==> src/rtl/sys_debug_ctrl_if.sv <==
// Board-side control bundle between the debug front end and the panel/CPU side.
// master = board/panel side driving raw controls, slave = the debug controller.
interface sys_debug_ctrl_if;
    logic       btn_step;
    logic       btn_sel;
    logic       btn_load;
    logic       sw_run;
    logic [7:0] sw_pc;
    logic       step_en;
    logic       SYS_load;
    logic [7:0] SYS_pc_val;
    logic [7:0] SYS_output_sel;
    logic       run_active;

    modport master (
        output btn_step, btn_sel, btn_load, sw_run, sw_pc,
        input  step_en, SYS_load, SYS_pc_val, SYS_output_sel, run_active
    );

    modport slave (
        input  btn_step, btn_sel, btn_load, sw_run, sw_pc,
        output step_en, SYS_load, SYS_pc_val, SYS_output_sel, run_active
    );
endinterface

==> src/rtl/sys_debug_ctrl.sv <==
// Debug front end for the single-cycle CPU: conditions the panel buttons and
// generates step / PC-load / view-select controls in manual or free-run mode.
module sys_debug_ctrl #(
    parameter int DEBOUNCE_CYCLES = 16,
    parameter int RUN_DIV         = 8,
    parameter int SEL_MAX         = 7
) (
    input logic             SYS_clk,
    input logic             SYS_reset,
    sys_debug_ctrl_if.slave dbg
);
    localparam int NUM_IN   = 4;
    localparam int IDX_STEP = 0;
    localparam int IDX_SEL  = 1;
    localparam int IDX_LOAD = 2;
    localparam int IDX_RUN  = 3;
    localparam int CNT_W    = $clog2(DEBOUNCE_CYCLES) + 1;
    localparam int PRE_W    = $clog2(RUN_DIV);

    localparam logic [CNT_W-1:0] CNT_LAST = CNT_W'(DEBOUNCE_CYCLES - 1);
    localparam logic [PRE_W-1:0] PRE_LAST = PRE_W'(RUN_DIV - 1);
    localparam logic [7:0]       SEL_LAST = 8'(SEL_MAX);

    typedef enum logic [1:0] {ST_MANUAL, ST_LOAD, ST_RUN} state_t;

    logic [NUM_IN-1:0] raw, sync1, sync2, stable, stable_q, press;
    logic [CNT_W-1:0]  db_cnt [NUM_IN];
    logic              run_lvl;

    state_t            state, next_state;
    logic [PRE_W-1:0]  presc, presc_d;
    logic              step_en_d, load_d;

    logic              step_en_q, load_q, run_active_q;
    logic [7:0]        pc_val_q, sel_q;

    assign raw = {dbg.sw_run, dbg.btn_load, dbg.btn_sel, dbg.btn_step};

    // Two-flop synchronizer followed by a per-input stability counter.
    always_ff @(posedge SYS_clk or posedge SYS_reset) begin
        if (SYS_reset) begin
            sync1    <= '0;
            sync2    <= '0;
            stable   <= '0;
            stable_q <= '0;
            for (int i = 0; i < NUM_IN; i++) db_cnt[i] <= '0;
        end else begin
            // NOTE: non-blocking assignments keep sync1->sync2 a true two-stage pipeline.
            sync1    <= raw;
            sync2    <= sync1;
            stable_q <= stable;
            for (int i = 0; i < NUM_IN; i++) begin
                if (sync2[i] == stable[i]) begin
                    db_cnt[i] <= '0;
                end else if (db_cnt[i] == CNT_LAST) begin
                    stable[i] <= sync2[i];
                    db_cnt[i] <= '0;
                end else begin
                    db_cnt[i] <= db_cnt[i] + 1'b1;
                end
            end
        end
    end

    assign press   = stable & ~stable_q;
    assign run_lvl = stable[IDX_RUN];

    always_ff @(posedge SYS_clk or posedge SYS_reset) begin
        if (SYS_reset) state <= ST_MANUAL;
        else           state <= next_state;
    end

    always_comb begin
        // NOTE: default first so every path assigns next_state and no latch is inferred.
        next_state = state;
        case (state)
            ST_MANUAL: begin
                if (run_lvl)               next_state = ST_RUN;
                else if (press[IDX_LOAD])  next_state = ST_LOAD;
            end
            ST_LOAD:                       next_state = ST_MANUAL;
            ST_RUN: begin
                if (!run_lvl)              next_state = ST_MANUAL;
            end
            default:                       next_state = ST_MANUAL;
        endcase
    end

    // Next-cycle pulse values; run > load > step, losers are simply dropped.
    always_comb begin
        step_en_d = 1'b0;
        load_d    = 1'b0;
        presc_d   = '0;
        case (state)
            ST_MANUAL: begin
                load_d    = !run_lvl && press[IDX_LOAD];
                step_en_d = !run_lvl && !press[IDX_LOAD] && press[IDX_STEP];
            end
            ST_RUN: begin
                if (run_lvl) begin
                    step_en_d = (presc == PRE_LAST);
                    presc_d   = (presc == PRE_LAST) ? '0 : presc + 1'b1;
                end
            end
            default: ;
        endcase
    end

    always_ff @(posedge SYS_clk or posedge SYS_reset) begin
        if (SYS_reset) begin
            presc        <= '0;
            step_en_q    <= 1'b0;
            load_q       <= 1'b0;
            run_active_q <= 1'b0;
            pc_val_q     <= '0;
            sel_q        <= '0;
        end else begin
            presc        <= presc_d;
            step_en_q    <= step_en_d;
            load_q       <= load_d;
            run_active_q <= (next_state == ST_RUN);
            if (load_d) pc_val_q <= dbg.sw_pc;
            // View selector advances on its own, whatever the FSM is doing.
            if (press[IDX_SEL]) sel_q <= (sel_q == SEL_LAST) ? 8'd0 : sel_q + 8'd1;
        end
    end

    assign dbg.step_en        = step_en_q;
    assign dbg.SYS_load       = load_q;
    assign dbg.SYS_pc_val     = pc_val_q;
    assign dbg.SYS_output_sel = sel_q;
    assign dbg.run_active     = run_active_q;
endmodule

==> src/flat_wrapper.sv <==
// flat-port wrapper written by rule: the top's interface ports become plain ports
module sys_debug_ctrl_flat 
#(
    parameter int DEBOUNCE_CYCLES = 16,
    parameter int RUN_DIV         = 8,
    parameter int SEL_MAX         = 7
)
  (SYS_clk, SYS_reset, dbg_btn_step, dbg_btn_sel, dbg_btn_load, dbg_sw_run, dbg_sw_pc, dbg_step_en, dbg_SYS_load, dbg_SYS_pc_val, dbg_SYS_output_sel, dbg_run_active);
  sys_debug_ctrl_if dbg_i ();
  input logic SYS_clk;
  input logic SYS_reset;
  input wire logic [$bits(dbg_i.btn_step)-1:0] dbg_btn_step;
  input wire logic [$bits(dbg_i.btn_sel)-1:0] dbg_btn_sel;
  input wire logic [$bits(dbg_i.btn_load)-1:0] dbg_btn_load;
  input wire logic [$bits(dbg_i.sw_run)-1:0] dbg_sw_run;
  input wire logic [$bits(dbg_i.sw_pc)-1:0] dbg_sw_pc;
  output wire logic [$bits(dbg_i.step_en)-1:0] dbg_step_en;
  output wire logic [$bits(dbg_i.SYS_load)-1:0] dbg_SYS_load;
  output wire logic [$bits(dbg_i.SYS_pc_val)-1:0] dbg_SYS_pc_val;
  output wire logic [$bits(dbg_i.SYS_output_sel)-1:0] dbg_SYS_output_sel;
  output wire logic [$bits(dbg_i.run_active)-1:0] dbg_run_active;
  assign dbg_i.btn_step = dbg_btn_step;
  assign dbg_i.btn_sel = dbg_btn_sel;
  assign dbg_i.btn_load = dbg_btn_load;
  assign dbg_i.sw_run = dbg_sw_run;
  assign dbg_i.sw_pc = dbg_sw_pc;
  assign dbg_step_en = dbg_i.step_en;
  assign dbg_SYS_load = dbg_i.SYS_load;
  assign dbg_SYS_pc_val = dbg_i.SYS_pc_val;
  assign dbg_SYS_output_sel = dbg_i.SYS_output_sel;
  assign dbg_run_active = dbg_i.run_active;
  sys_debug_ctrl #(.DEBOUNCE_CYCLES(DEBOUNCE_CYCLES), .RUN_DIV(RUN_DIV), .SEL_MAX(SEL_MAX)) u_core (.SYS_clk(SYS_clk), .SYS_reset(SYS_reset), .dbg(dbg_i));
endmodule
==> config.mk <==
export PLATFORM = sky130hd
export DESIGN_NAME = sys_debug_ctrl_flat
export DESIGN_NICKNAME = d
export VERILOG_FILES = /design/src/rtl/sys_debug_ctrl_if.sv /design/src/rtl/sys_debug_ctrl.sv /design/src/flat_wrapper.sv
export SDC_FILE = /design/constraint.sdc
export NUM_CORES = 1
export LEC_CHECK = 0
export BUFFER_PORTS_ARGS = -buffer_cell sky130_fd_sc_hd__buf_2
export CAP_MARGIN = 20
export CORE_ASPECT_RATIO = 0.5
export CORE_UTILIZATION = 45
export DETAILED_ROUTE_END_ITERATION = 8
export PLACE_DENSITY = 0.71
export SLEW_MARGIN = 10
export SYNTH_ARGS = -nofsm -noshare
export SYNTH_HDL_FRONTEND = slang
export SYNTH_SLANG_ARGS = --single-unit
==> constraint.sdc <==
create_clock -name SYS_clk -period 5.7 [get_ports SYS_clk]
set_input_delay 1.14 -clock SYS_clk [delete_from_list [all_inputs] [get_ports SYS_clk]]
set_output_delay 1.14 -clock SYS_clk [all_outputs]
set_load 0.1 [all_outputs]
# Yosys cells after proc, flatten, opt, wreduce, memory -nomap -nowiden
# Index checks and enable logic that the tools add are counted.
[word_totals]
latchBits = 0
in_bits = 14
memories = 0
reg_bits = 59
romBits = 0
ram_bits = 0
[classes]
div = 0
bitwise_logic = 6
magnitude_cmp = 0
n_reduce_logical = 10
eq_ne = 12
mul = 0
mux = 19
addsub = 6
n_shift = 0
[op_table]
columns = ["cell", "n"]
rows = [
  ["$mux 5", 8],
  ["$add 5x1->5 const B", 4],
  ["$eq 5x4->1 const B", 4],
  ["$mux 3", 3],
  ["$add 8x1->8 const B", 1],
  ["$eq 8x3->1 const B", 1],
  ["$mux 8", 1],
  ["$reduce_and 2->1", 4],
  ["$mux 2", 3],
  ["$eq 1x1->1", 4],
  ["$eq 2x2->1 const B", 2],
  ["$not 1->1", 4],
  ["$pmux 2 s2", 1],
  ["$add 3x1->3 const B", 1],
  ["$and 3x3->3", 1],
  ["$eq 3x3->1 const B", 1],
  ["$logic_and 1x1->1", 3],
  ["$not 3->3", 1],
  ["$logic_not 1->1", 2],
  ["$logic_not 2->1", 1],
  ["$mux 1", 2],
  ["$pmux 1 s2", 1],
]

# Depth between registers and ports, before layout
# Gate-level depths: netlist of the first run.
[depth]
word_depth = 6
ltp_mapped = 4

# Worst setup path before layout of the first run
# OpenSTA, ideal clock, no wires.
[synth_path]
path_kind = "flip-flop to output port"
start = "register u_core.run_active_q (netlist: u_core.dbg.run_active)"
end = "output port dbg_run_active"
setup_slack_ns = 3.546
path_stages_with_launch = 1
arrival_ns = 1.014
required_ns = 4.560
cell_sequence = "dfrtp_1"
[synth_rtl]
columns = ["item", "line_no", "source"]
rows = [
  ["from (decl)", "sys_debug_ctrl.sv:34", "logic step_en_q, load_q, run_active_q;"],
  ["from (signal assigned)", "sys_debug_ctrl.sv:121", "run_active_q <= (next_state == ST_RUN);"],
  ["to (decl)", "flat_wrapper.sv:21", "output wire logic [$bits(dbg_i.run_active)-1:0] dbg_run_active;"],
]
# No word-level cell between the ends.

# Worst setup path after layout of the first run
[layout_path]
start = "register u_core.run_active_q (netlist: u_core.dbg.run_active)"
end = "output port dbg_run_active"
# No word-level cell between the ends.

==> results of run 1 <==
-- flip-flops by register name, indices dropped and copies added, names as in the netlist --
name / flops
u_core.dbg.run_active: 1
u_core.state: 1
u_core.dbg.step_en: 1
u_core.db_cnt: 20
u_core.dbg.SYS_output_sel: 8
u_core.stable_q: 3
u_core.presc: 3
u_core.sync1: 4
u_core.dbg.SYS_load: 1
u_core.dbg.SYS_pc_val: 8
u_core.sync2: 4
u_core.stable: 4
-- per-layer routing --
| layer | wire length [um] | GRT usage, % |
|---|---|---|
| met2 | 1590 | 23.8 |
| met4 | 41 | 6.52 |
| met5 | 0 | 0 |
| met3 | 122 | 6.45 |
| met1 | 1630 | 19.0 |
-- power groups by stage --
stage	sequential (mW)	combinational (mW)	clock, mW
floorplan	0.442	0.0194	0
global placement	0.436	0.0354	0
detailed placement	0.437	0.0366	0
CTS	0.429	0.0368	0.347
global route	0.430	0.0412	0.370
finish	0.429	0.0354	0.335
-- final timing paths --
check / startpoint / endpoint / slack [ns] / depth (start not counted)
min reg2reg: u_core.sync1[0] / u_core.sync2[0] / 0.35 / 0
max: u_core.dbg.run_active / dbg_run_active / 3.28 / 1
max reg2reg: u_core.stable[3] / u_core.dbg.SYS_pc_val[1] / 4.04 / 2
min in group asynchronous: SYS_reset / u_core.sync2[2] / 1.01 / 3
min: u_core.sync1[0] / u_core.sync2[0] / 0.35 / 0
max in group asynchronous: SYS_reset / u_core.db_cnt[1] / 4.24 / 3
-- kinds of logic after synthesis --
family,count (synthesis)
and+or+nand+nor,59
xor gates and xnor gates,17
DFF,58
AOI/OAI and AO/OA,8
muxes,13
buffers and inverters,6
adders and majority gates,7
-- cell type report --
| class | instances | area, um^2 | share of cell area [%] |
|---|---|---|---|
| flip-flops and latches | 58 | 1450 | 54.8 |
| multi-input cells | 104 | 744 | 28.1 |
| clock buffers | 14 | 173 | 6.52 |
| repair buffers | 33 | 168 | 6.33 |
| well taps | 66 | 82.6 | 3.12 |
| inverters | 5 | 18.8 | 0.709 |
| clock inverters | 2 | 10.0 | 0.378 |
-- metrics by stage --
step                area (um^2)  hold WS, ns
floorplan                  2230        0.331
global placement           2460        0.333
detailed placement         2460        0.337
CTS                        2650        0.350
global route               2650        0.352
finish                     2650        0.347
-- placed cells by master, fill, tap and decap left out, types with 2 or more instances in the layout --
cell type | synthesis | routed
and2_1 | 4 | 4
and3_1 | 6 | 6
buf_2 | 0 | 32
clkbuf_1 | 0 | 2
clkbuf_8 | 0 | 12
clkinv_2 | 0 | 2
dfrtp_1 | 58 | 58
ha_1 | 7 | 7
inv_1 | 5 | 4
mux2_2 | 13 | 13
nand2_1 | 6 | 6
nand2b_1 | 2 | 2
nand3_1 | 10 | 10
nand4_1 | 2 | 2
nor2_1 | 20 | 20
nor2b_1 | 2 | 2
nor3_1 | 2 | 2
nor4b_1 | 2 | 2
o21ai_0 | 4 | 4
xnor2_1 | 2 | 2
xor2_1 | 15 | 15
==> impl_metrics.ini, run 1 <==
[synthesis]
async_flop_share_pct = 100
syn_nets = 189
synth_top_family_by_area = simple AND/OR/NAND/NOR gates
netlist_instances = 168
netlist_top_cells_area = dfrtp_1, mux2_2, xor2_1
ys.flop_type = dfrtp_1
avgSynthCellArea_um2 = 13.2
synth_top_cell_area_share_pct = 65.2
ys_seq_elements = 58
ys_seq_area_share_pct = 65.2
synth_compound_area_share_pct = 2.25
yosysWarnings = 0
synthAdderAreaFrac_pct = 3.93
yosys.area_share.simple_pct = 14.0
synthMuxAreaShare_pct = 6.58
yosysMostFrequentCell = dfrtp_1
synth_cell_types = 25
synth_top_area_cell = dfrtp_1
synth_edf_count = 0
synth-xor-area-share_pct = 6.69
synth_area_um2 = 2230
ys_top_cells_by_count = dfrtp_1, nor2_1, xor2_1

[timing]
setup_tns_ns = 0
slew_headroom_pct = 54.5
max_freq_mhz = 412
tightest_slew_ns = 0.682
finClkSkew_ns = 0.00666
rsz0062_at_grt = no
hold_viol_final = 0
worst_slack_ns = 3.28
fin_crit_sh_pct = 42.5
slew_violations = 0
fin_crit_ns = 2.42
setup_viol = 0

[floorplan]
boundaryPins = 33
placeableCoreArea_um2 = 4570
num_rows = 17
die-area_um2 = 5250
die_y_um = 51.7
dieWidth_um = 101
start_util_pct = 48.7

[power_and_ir_drop]
seqPwrFrac_pct = 53.7
leakage_nw = 1.46
switching_share_pct = 21.6
internal-power_mw = 0.627
peakVddDrop_mv = 0.200
switchingPower_mw = 0.173
total_power_mw = 0.800
clkPwrFrac_pct = 41.9
powerDensity_nw_per_um2 = 302
comb_power_share_pct = 4.4

[hold_path]
hp-class = flop to flop

[global_routing]
grt_max_degree = 59
globalRouteTotalUtil_pct = 15.3
antenna_found_initial = 0
overflow = 0
grt_pass1_wl_um = 5720
grt_pass1_vias = 1274

[critical_path]
critPathLaunchType = flop
path_max_fanout = 8
cp_data_required_time_ns = 4.56
critical_path_class = flop to output pin
end_kind = output pin
cp_cell_sequence = buf_2
path_delay_family = flip-flops
arrival_ns = 1.28
cp_num_buf_inv = 1
crit_slowest_cell = dfrtp_1
slowest_delay_ns = 0.48

[routing]
drc = 0
vias_per_cell = 4.68
wire_per_inst_um = 12.0
drtPass1Iterations = 3
drtIter0Drc = 23
final_antenna_net_count = 0
totalWireLength_um = 3390
route.vias.total = 1319

[clock_tree]
clockBufferDepth = 2
clkLatencyLatePin_ns = 0.32
h-tree-depth = 3
postCtsSetupBuffers = 0
cts_made_buffers = 9
clk_pin_slew_ns = 0.06
root_buffer = clkbuf_8
cts_tree = done
post_cts_resize_count = 0
hold_buffers = 0
cts.sinks = 58

[placement]
numPortBuffers = 32
dp_hpwl_um = 2290
routabilityCongestion = 0.743
dpl_worst_slack_ns = 3.60
dp.cells = 266

[status]
outcome = finished, final reports clean

[run]
max_cap_viol_count = 0

[final_layout]
fin_util_pct = 57.9
num_antenna_cells = 0
final_cell_count_no_fill = 282
area.growth.synth_to_final_pct = 18.9
drive_gt1_share_pct = 28.7
fillers = 388
fin_nets = 232
(Power assumes the default switching activity.)
==> run 2, diff against run 1 <==
Settings changed: ABC_AREA from default to 1, PLACE_DENSITY 0.71 to 0.74.
Clock period 5.7 ns to 2.1 ns, I/O delays scaled along.
==> impl_metrics.ini, run 2 <==
[routing]
final_antenna_net_count = 0
drtIter0Drc = 24
totalWireLength_um = 3790
route.vias.total = 1600
vias_per_cell = 4.55
wire_per_inst_um = 10.8
drc = 0
drtPass1Iterations = 4

[critical_path]
arrival_ns = 1.21
cp_num_buf_inv = 1
crit_cells = 1
path_delay_family = buffers and inverters
crit_path_end = dbg_SYS_output_sel[5]
r2r_cells = 6
r2r-start = u_core.dbg.SYS_output_sel[0]
critical_path_class = flop to output pin
rrSetupSlack_ns = 0.92
crit_start = u_core.dbg.SYS_output_sel[5]
cp_data_required_time_ns = 1.68
path_max_fanout = 6
end_kind = output pin
critPathLaunchType = flop
slowest_delay_ns = 0.46
crit_slowest_cell = buf_2
timing.rr.end = u_core.dbg.SYS_output_sel[3]
cp_cell_sequence = buf_2

[global_routing]
met2_usage_pct = 29.4
grt_util_met1_pct = 16.3
grt_max_degree = 39
grt_pass1_wl_um = 6530
top_usage_layer = met2
grtUsageMet3_pct = 7.39
globalRouteTotalUtil_pct = 16.0
grt_pass1_vias = 1564
overflow = 0
antenna_found_initial = 0

[floorplan]
boundaryPins = 33
placeableCoreArea_um2 = 4950
die-area_um2 = 5510
die_y_um = 53.0
start_util_pct = 47.2
num_rows = 18
dieWidth_um = 104

[final_layout]
final_common_cell = nand2_1
mostFrequentLayoutCells = nand2_1, dfrtp_1, nor2_1, buf_2, inv_1
fin_nets = 299
top_register = u_core.db_cnt
largest_reg_flops = 20
drive_gt1_share_pct = 20.9
num_antenna_cells = 0
area.growth.synth_to_final_pct = 19.4

[clock_tree]
postCtsSetupBuffers = 0
clk_pin_slew_ns = 0.06
cts_tree = done
cts.sinks = 58
clockBufferDepth = 2
cts_made_buffers = 9
clkLatencyLatePin_ns = 0.33
hold_buffers = 0
root_buffer = clkbuf_8
h-tree-depth = 3
post_cts_resize_count = 0

[timing]
hold_viol_final = 0
setup_tns_ns = 0
max_freq_mhz = 615
slew_headroom_pct = 67.7
rsz0062_at_grt = no
fin_crit_ns = 1.63
tightest_slew_ns = 0.488
slew_violations = 0
finClkSkew_ns = 0.00626
setup_viol = 0
fin_crit_sh_pct = 77.4

[power_and_ir_drop]
total_power_mw = 2.30
leakage_nw = 1.37
peakVddDrop_mv = 0.388
powerDensity_nw_per_um2 = 823

[synthesis]
yosysMostFrequentCell = nand2_1
netlist_instances = 234
synth_area_um2 = 2340
synth_top_cell_area_share_pct = 62.0
syn_nets = 255
ys_seq_elements = 58
ys_seq_area_share_pct = 62.0
ys_top_cells_by_count = nand2_1, dfrtp_1, nor2_1
avgSynthCellArea_um2 = 10.0
netlist_top_cells_area = dfrtp_1, nand2_1, nor2_1
synth_top_area_cell = dfrtp_1
synth_edf_count = 0
ys.flop_type = dfrtp_1
async_flop_share_pct = 100
yosysWarnings = 0
synth_cell_types = 20

[placement]
routabilityCongestion = 0.822
dp_hpwl_um = 2820
numPortBuffers = 32

[run]
max_cap_viol_count = 0

[status]
outcome = finished, final reports clean

[hold_path]
hp-class = input port to asynchronous set/reset pin
==> run 2: cell count changes in the layout (fill, tap and decap cells not counted), moves of 6 or more <==
cell     change
and3_1       -6
inv_1       +16
mux2_2      -13
nand2_1     +56
nor2_1      +12
xor2_1      -10
==> run 2: logic make-up (layout without fill, tap and decap cells) <==
group                      count (synthesis)  in the layout  synth area share, %
and+or+nand+nor                          128            128                 24.7
xor gates and xnor gates                  11             11                 4.12
buffers and inverters                     25             73                 4.22
adders and majority gates                  7              7                 3.74
DFF                                       58             58                 62.0
AOI/OAI and AO/OA                          5              5                 1.18
==> run 2: layer usage <==
metal	wire (um)	vias up
li1	-	811
met1	1630	758
met2	1920	23
met3	184	8
met4	53	0
met5	0	-
==> run 2: metrics by stage <==
| step | area [um^2] | hold WS [ns] | std cells | utilization (%) | setup WS [ns] |
|---|---|---|---|---|---|
| after detailed placement | 2610 | 0.336 | 337 | 52.6 | 0.820 |
| after global placement | 2610 | 0.340 | 337 | 52.6 | 0.837 |
| after floorplan | 2340 | 0.331 | 234 | - | 0.252 |
| final | 2790 | 0.0930 | 352 | 56.4 | 0.475 |
| after CTS | 2790 | 0.0952 | 352 | 56.4 | 0.449 |
| after global routing | 2790 | 0.108 | 352 | 56.4 | 0.404 |
==> run 2: where the power goes <==
part | switching [mW] | total, mW | internal, mW | leakage, nW
Sequential | 0.0221 | 1.18 | 1.15 | 0.740
Clock | 0.394 | 0.964 | 0.570 | 0.0962
Combinational | 0.117 | 0.159 | 0.0420 | 0.538
==> run 2: worst min path at each step <==
stage	from	endpoint	slack (ns)	cells after the start
global placement	u_core.sync1[3]	u_core.sync2[3]	0.34	0
global route	SYS_reset	u_core.stable[1]	0.11	2
floorplan	u_core.sync1[0]	u_core.sync2[0]	0.33	0
detailed placement	u_core.sync1[2]	u_core.sync2[2]	0.34	0
finish	SYS_reset	u_core.db_cnt[12]	0.09	2
CTS	SYS_reset	u_core.dbg.SYS_output_sel[6]	0.1	2
==> run 2: final cells by class <==
type                    instances  area [um^2]
clock buffers                  12          145
clock inverters                 3         40.0
fillers                       445         2160
inverters                      25         98.8
multi-input cells             151          790
flip-flops and latches         58         1450
well taps                      70         87.6
repair buffers                 33          180
==> run 3, diff against run 2 <==
Settings changed: ABC_AREA 1 to 0, PLACE_DENSITY 0.74 to 0.71.
Clock period 2.1 ns to 1.5 ns, I/O delays scaled along.
==> impl_metrics.ini, run 3 (synthesized netlist as in run 1, its figures left out) <==
[final_layout]
final_common_cell = dfrtp_1
largest_reg_flops = 20
top_register = u_core.db_cnt
drive_gt1_share_pct = 34.8
fillers = 363
final_cell_count_no_fill = 287
fin_nets = 237
num_antenna_cells = 0
area.growth.synth_to_final_pct = 26.3
fin_util_pct = 61.5
mostFrequentLayoutCells = dfrtp_1, buf_2, nor2_1, xor2_1, clkbuf_8

[routing]
totalWireLength_um = 3610
final_antenna_net_count = 0
wire_per_inst_um = 12.6
drc = 0
drtIter0Drc = 38
drtPass1Iterations = 4
route.vias.total = 1382
vias_per_cell = 4.82

[critical_path]
path_max_fanout = 4
crit_slowest_cell = buf_2
cp_cell_sequence = buf_2
cp_num_buf_inv = 1
critPathLaunchType = flop
arrival_ns = 1.15
path_delay_family = buffers and inverters
end_kind = output pin
slowest_delay_ns = 0.43
cp_data_required_time_ns = 1.20
critical_path_class = flop to output pin

[clock_tree]
h-tree-depth = 3
cts.sinks = 58
cts_made_buffers = 9
clockBufferDepth = 2
clkLatencyLatePin_ns = 0.33
cts_tree = done
clk_pin_slew_ns = 0.06
root_buffer = clkbuf_8

[global_routing]
globalRouteTotalUtil_pct = 16.9
grt_max_degree = 23
overflow = 0
grt_pass1_vias = 1408
antenna_found_initial = 0
grt_pass1_wl_um = 6300

[floorplan]
num_rows = 17
placeableCoreArea_um2 = 4570
die_y_um = 51.7
start_util_pct = 48.7
die-area_um2 = 5250
boundaryPins = 33
dieWidth_um = 101

[timing]
hold_viol_final = 0
worst_slack_ns = 0.0494
slew_violations = 0
fin_hold_ws_ns = 0.0741
max_freq_mhz = 689
fin_crit_sh_pct = 96.7
fin_crit_ns = 1.45
rsz0062_at_grt = no
slew_headroom_pct = 67.5
tightest_slew_ns = 0.491
finClkSkew_ns = 0.00616
setup_viol = 0

[run]
max_cap_viol_count = 0

[power_and_ir_drop]
powerDensity_nw_per_um2 = 1110
leakage_nw = 1.49
peakVddDrop_mv = 0.656

[placement]
routabilityCongestion = 0.773
numPortBuffers = 32
dpl_worst_slack_ns = 0.0696
dp_hpwl_um = 2470
dp.cells = 270

[hold_path]
hp-class = input port to flop

[status]
outcome = finished, final reports clean
## run 3: metrics by stage
stage               setup TNS (ns)  area [um^2]  power [mW]
floorplan                    -1.59         2280        1.76
global placement                 0         2590        1.81
detailed placement               0         2590        1.81
CTS                              0         2800        3.19
global route                     0         2810        3.30
finish                           0         2810        3.13
## run 3: worst register-to-register path, cell delays in order, from the launching register on
cell     delay, ns
dfrtp_4       0.49
nor4_4        0.27
buf_4         0.22
mux2_2        0.35
## run 3: layout make-up
class                      count  area (um^2)  share of cell area [%]
multi-input combinational    104          774                    27.6
inverter                       5         22.5                   0.801
clock inverter                 2         10.0                   0.356
sequential                    58         1470                    52.3
timing repair buffer          38          269                    9.57
tap                           66         82.6                    2.94
clock buffer                  14          183                    6.50
## run 3: worst paths after layout
kind                            slack (ns)                       end  cells past startpoint                          from
worst max-delay path                  0.05     dbg_SYS_output_sel[6]                      1  u_core.dbg.SYS_output_sel[6]
worst min-delay path                  0.07           u_core.sync1[2]                      1                  dbg_btn_load
worst max register to register        0.06  u_core.dbg.SYS_pc_val[3]                      3         u_core.dbg.run_active
worst min register to register        0.35           u_core.sync2[1]                      0               u_core.sync1[1]
max in group asynchronous             0.52          u_core.db_cnt[1]                      4                     SYS_reset
min in group asynchronous             0.54        u_core.stable_q[1]                      3                     SYS_reset
## run 3: timing repair
| action | in CTS | in global routing |
|---|---|---|
| setup endpoints to repair | 6 | 2 |
| buffers inserted | 0 | 0 |
| resized for setup | 6 | 2 |
| hold endpoints to repair | 17 | 0 |
| hold buffers | 1 | 0 |
## run 3: routing by layer
metal  up-vias  GRT usage [%]  wire, um
li1        666              -         -
met1       683           19.8      1640
met2        28           27.0      1760
met3         5           8.87       174
met4         0           5.80        35
met5         -              0         0
## run 3: report_power, final
part,switching (mW),internal (mW)
combinational,0.0944,0.0580
clock,0.568,0.775
sequential,0.0283,1.61
